File: src/rtl/param_fifo.sv
// Parametrised synchronous operand FIFO with occupancy count and threshold flags.
// Supports any depth >= 2, sticky overflow/underflow and FWFT or registered read.
module param_fifo #(
    parameter int DEPTH     = 32,
    parameter int BWIDTH    = 8,
    parameter int AFULL_TH  = DEPTH - 2,
    parameter int AEMPTY_TH = 2,
    parameter bit FWFT      = 1'b1
) (
    input  logic                     CLK,
    input  logic                     RST,
    input  logic                     PUSHE,
    input  logic                     POPE,
    input  logic                     CLR_ERR,
    input  logic [BWIDTH-1:0]        D_in,
    output logic [BWIDTH-1:0]        D_out,
    output logic                     D_valid,
    output logic                     IS_EMPTY,
    output logic                     IS_FULL,
    output logic                     IS_AEMPTY,
    output logic                     IS_AFULL,
    output logic [$clog2(DEPTH):0]   COUNT,
    output logic                     OVF,
    output logic                     UDF
);

    localparam int AW = $clog2(DEPTH);
    localparam logic [AW-1:0] LAST   = AW'(DEPTH - 1);
    localparam logic [AW:0]   FULL_C = (AW+1)'(DEPTH);
    localparam logic [AW:0]   AF_C   = (AW+1)'(AFULL_TH);
    localparam logic [AW:0]   AE_C   = (AW+1)'(AEMPTY_TH);

    logic [BWIDTH-1:0] mem [DEPTH];
    logic [AW-1:0]     rd_ptr;
    logic [AW-1:0]     wr_ptr;
    logic [AW:0]       count_q;
    logic              pop_ok;
    logic              push_ok;

    assign COUNT     = count_q;
    assign IS_EMPTY  = (count_q == '0);
    assign IS_FULL   = (count_q == FULL_C);
    assign IS_AEMPTY = (count_q <= AE_C);
    assign IS_AFULL  = (count_q >= AF_C);

    // A pop frees the slot, so a push on a full FIFO is fine in the same cycle
    assign pop_ok  = POPE & ~IS_EMPTY;
    assign push_ok = PUSHE & (~IS_FULL | pop_ok);

    always_ff @(posedge CLK) begin
        if (push_ok) begin
            mem[wr_ptr] <= D_in;
        end
    end

    always_ff @(posedge CLK or posedge RST) begin
        if (RST) begin
            rd_ptr  <= '0;
            wr_ptr  <= '0;
            count_q <= '0;
            OVF     <= 1'b0;
            UDF     <= 1'b0;
        end else begin
            if (push_ok) begin
                wr_ptr <= (wr_ptr == LAST) ? '0 : wr_ptr + 1'b1;
            end
            if (pop_ok) begin
                rd_ptr <= (rd_ptr == LAST) ? '0 : rd_ptr + 1'b1;
            end
            count_q <= count_q + {{AW{1'b0}}, push_ok}
                               - {{AW{1'b0}}, pop_ok};
            if (PUSHE & ~push_ok) begin
                OVF <= 1'b1;
            end else if (CLR_ERR) begin
                OVF <= 1'b0;
            end
            if (POPE & ~pop_ok) begin
                UDF <= 1'b1;
            end else if (CLR_ERR) begin
                UDF <= 1'b0;
            end
        end
    end

    generate
        if (FWFT) begin : g_fwft
            assign D_out   = mem[rd_ptr];
            assign D_valid = ~IS_EMPTY;
        end else begin : g_reg
            always_ff @(posedge CLK or posedge RST) begin
                if (RST) begin
                    D_out   <= '0;
                    D_valid <= 1'b0;
                end else if (pop_ok) begin
                    D_out   <= mem[rd_ptr];
                    D_valid <= 1'b1;
                end else begin
                    D_valid <= 1'b0;
                end
            end
        end
    endgenerate

endmodule

File: config.mk
export PLATFORM = sky130hd
export DESIGN_NAME = param_fifo
export DESIGN_NICKNAME = d
export VERILOG_FILES = /design/src/rtl/param_fifo.sv
export SDC_FILE = /design/constraint.sdc
export NUM_CORES = 1
export LEC_CHECK = 0
export ABC_AREA = 1
export CORE_MARGIN = 8
export CORE_UTILIZATION = 55
export CTS_CLUSTER_DIAMETER = 200
export DETAILED_ROUTE_END_ITERATION = 16
export PLACE_DENSITY = 0.72
export SETUP_SLACK_MARGIN = 0.15
export SLEW_MARGIN = 20
export SYNTH_ARGS = -nofsm -noshare
export SYNTH_HDL_FRONTEND = slang
export SYNTH_SLANG_ARGS = --single-unit
File: constraint.sdc
create_clock -name CLK -period 2.8 [get_ports CLK]
set_input_delay 0.56 -clock CLK [delete_from_list [all_inputs] [get_ports CLK]]
set_output_delay 0.56 -clock CLK [all_outputs]
set_load 0.02 [all_outputs]
==> key figures <==
Outcome
  • Status: finished, violations left
  • Failing checks: setup timing

GRT
  • First-pass GRT wire length: 49,470 um
  • Pin count of the biggest net entering global routing: 67
  • GRT Total Usage: 24.29%
  • Number of global-route vias before repair: 8,579
  • Remaining Overflow, GRT: 0
  • Initial antenna violation count: 0

Placement
  • Port Buffers: 33
  • DP HPWL: 17,480 um
  • GP Congestion: 0.8303
  • Pre-CTS WS: 0.04407 ns
  • Placed cell areas: 13,090 um^2

Logic synthesis
  • Synth cell count leaders: nand2_1 (368), edfxtp_1 (256), nand3_1 (170)
  • Most numerous cell in the Yosys netlist: nand2_1
  • Part of the Yosys area used for sequential elements: 67.33%
  • Top cell type by total area after synthesis: edfxtp_1
  • Async SR Flop Fraction: 6.569%
  • Area contributors post-synth: edfxtp_1 (64%), nand2_1 (11%), nand3_1 (7.0%)
  • Mapped cell area: 12,090 um^2
  • Avg Inst Size Synth: 10.45 um^2
  • Synth warn: 0
  • Distinct cell type count after synthesis: 32
  • Post-synth EDFFs: 256
  • Main synth FF type: edfxtp_1
  • Syn Inst Count: 1,157
  • Seq cells post-synth: 274
  • Syn Nets: 1,191
  • Synth top area share: 63.60%

Timing
  • Max Slew Vio Count: 0
  • Crit path time final: 2.869 ns
  • Final Cycle Share: 102.5%
  • Slew HR: 48.26%
  • TNS Setup: -0.1201 ns
  • RSZ-0062 raised after global routing: true
  • Fin. Hold Viols: 0
  • Slack of the critical path: -0.06897 ns
  • Fmax achieved: 348.6 MHz
  • Worst Max-Slew Pin Slew: 0.7753 ns
  • Clock Skew: 0.01407 ns
  • Setup Viol. Count Final: 4

Finish
  • Multi-input logic area: 3490 um^2
  • Ant. Diodes: 0
  • Sequential Area: 8143 um^2
  • Fill cells: 1,474
  • Finished Cell Area: 14,940 um^2
  • Synth-to-Final Area Change: 23.59%
  • Layout cells sized above 1: 19.92%
  • Final nets: 1,288

Drt
  • Antenna Nets Post-Route: 0
  • Vias post-DR: 8,852
  • Drt total wl: 32,770 um
  • DR pass1 iterations: 8
  • Routed vias/inst: 5.693
  • Routed len/inst: 21.07 um
  • Remaining DRCs: 0
  • 1st-iter DRT viols: 1,112

Worst setup path
  • Critical path arrival: 2.31 ns
  • Worst Path Required: 2.24 ns
  • FF-to-FF setup slack: 0.33 ns
  • Worst-path fanout max: 8
  • Worst Setup End Kind: output port
  • Critical path type: reg2out
  • Critical Path Start Type: register

Job
  • Max-Cap Viols: 0

Die
  • Chip height: 164.2 um
  • Die width: 164.2 um
  • Core box area: 21,690 um^2
  • Die area: 26,970 um^2
  • Starting Density: 55.73%
  • IO Count: 34
  • Row cnt: 54

CTS
  • CTS Root Cell: clkbuf_16
  • Max clock buf depth: 3
  • CTS tree: built
  • Htree depth: 1
  • Clk_lat worst skew: 0.55 ns
  • Worst-path clk slew: 0.06 ns
  • Clk sinks: 274
  • TritonCTS Buffers: 28

Power and ir drop
  • Comb power frac: 42.2%
  • Max rail drop VDD: 0.7744 mV
  • Sw frac: 37.92%
  • Pwr dens: 991.5 nW/um^2
  • Clock network power share: 24.2%
  • Int Pwr: 9.195 mW
  • P_sw: 5.616 mW
  • Sequential power share: 33.7%
  • Leak: 6.193 nW

Min path
  • Path type of the worst min-delay path: in2async
==> critical path, cell delays in order (launching register included) <==
cell and delay [ns]:
dfrtp_4 0.52, buf_12 0.15, buf_12 0.14, buf_16 0.15
nand2_1 0.08, nand3_1 0.08, nand3_1 0.09, nand2_1 0.10
nor2_1 0.15, nand2_1 0.08, nand2_2 0.07, inv_2 0.04
buf_6 0.12
==> worst paths after layout <==
kind	start	end	cells after the start
setup / recovery	rd_ptr[0]	D_out[5]	12
hold / removal	RST	COUNT[3]	2
setup reg to reg	COUNT[2]	COUNT[4]	13
hold reg to reg	UDF	UDF	2
max in group asynchronous	RST	rd_ptr[0]	2
min in group CLK	UDF	UDF	2
==> power groups by stage <==
stage	registers, mW	clock network [mW]	logic [mW]
after floorplan	5.07	0	2.95
after detailed placement	5.06	0	4.81
after global placement	5.05	0	4.75
after CTS	4.98	3.60	5.70
after global routing	5.02	3.77	6.67
final	4.99	3.58	6.25
==> layer usage <==
metal	wire [um]	vias up	global-route usage [%]	part of all wire, %
li1	-	4010	-	-
met1	12710	4205	32.86	39
met2	15350	534	38.05	47
met3	3355	103	4.486	10
met4	1351	0	10.33	4.1
met5	0	-	0	0
==> layout by cell type, fill, tap and decap left out, drive strengths merged <==
cell type      synthesis  final
clkdlybuf4s50          0     21
fa                     1      1
o22ai                  1      1
inv                  155    154
nand2                374    374
dfrtp                 18     18
ha                    20     20
nor3                   7      7
o21ai                 11     11
bufinv                 0      2
clkinvlp               0      2
dlygate4sd2            0      4
nor3b                  1      1
xor2                   5      5
clkinv                 3     22
nor2                  51     51
xnor2                  1      1
clkbuf                 8     33
nand3                170    170
o211ai                 8      8
nand4                  2      2
a21oi                 20     20
edfxtp               256    256
buf                   42     88
a21o                   1      1
a31oi                  2      2
==> area by class of cell <==
type / instances / area share [%]
well taps: 280 / 2.345
inverters: 158 / 4.163
multi-input cells: 675 / 23.36
repair inverters: 1 / 0.1089
clock buffers: 30 / 4.883
flip-flops and latches: 274 / 54.51
repair buffers: 116 / 9.607
clock inverters: 21 / 1.022
==> stage by stage <==
stage | hold slack [ns] | utilization (%) | power, mW | std cells
after floorplan | 0.4986 | - | 8.017 | 1157
after global routing | 0.5483 | 68.88 | 15.47 | 1555
final | 0.4539 | 68.88 | 14.81 | 1555
after CTS | 0.4747 | 67.30 | 14.27 | 1551
after global placement | 0.5181 | 60.36 | 9.807 | 1483
after detailed placement | 0.5413 | 60.36 | 9.869 | 1483
==> state kept, by name, indices dropped and copies added (netlist names) <==
signal  count
rd_ptr      5
mem       256
wr_ptr      5
UDF         1
COUNT       6
OVF         1
==> logic make-up after synthesis <==
group / after synthesis / share of synthesized area [%]
XOR/XNOR: 6 / 0.4348
buffers and inverters: 208 / 7.050
AND/OR/NAND/NOR: 605 / 20.95
adder cells (fa/ha/maj): 21 / 2.236
AO/OA/AOI/OAI: 43 / 1.998
flip-flops: 274 / 67.33
==> timing repair <==
action / 4_1_cts / 5_1_grt
endpoints found under the setup margin: 12 / 8
hold buffers: 0 / 0
buffers inserted: 6 / 0
pin swaps: 43 / 38
gates cloned: 11 / 4
resized for setup: 124 / 70
(Power assumes the default switching activity.)
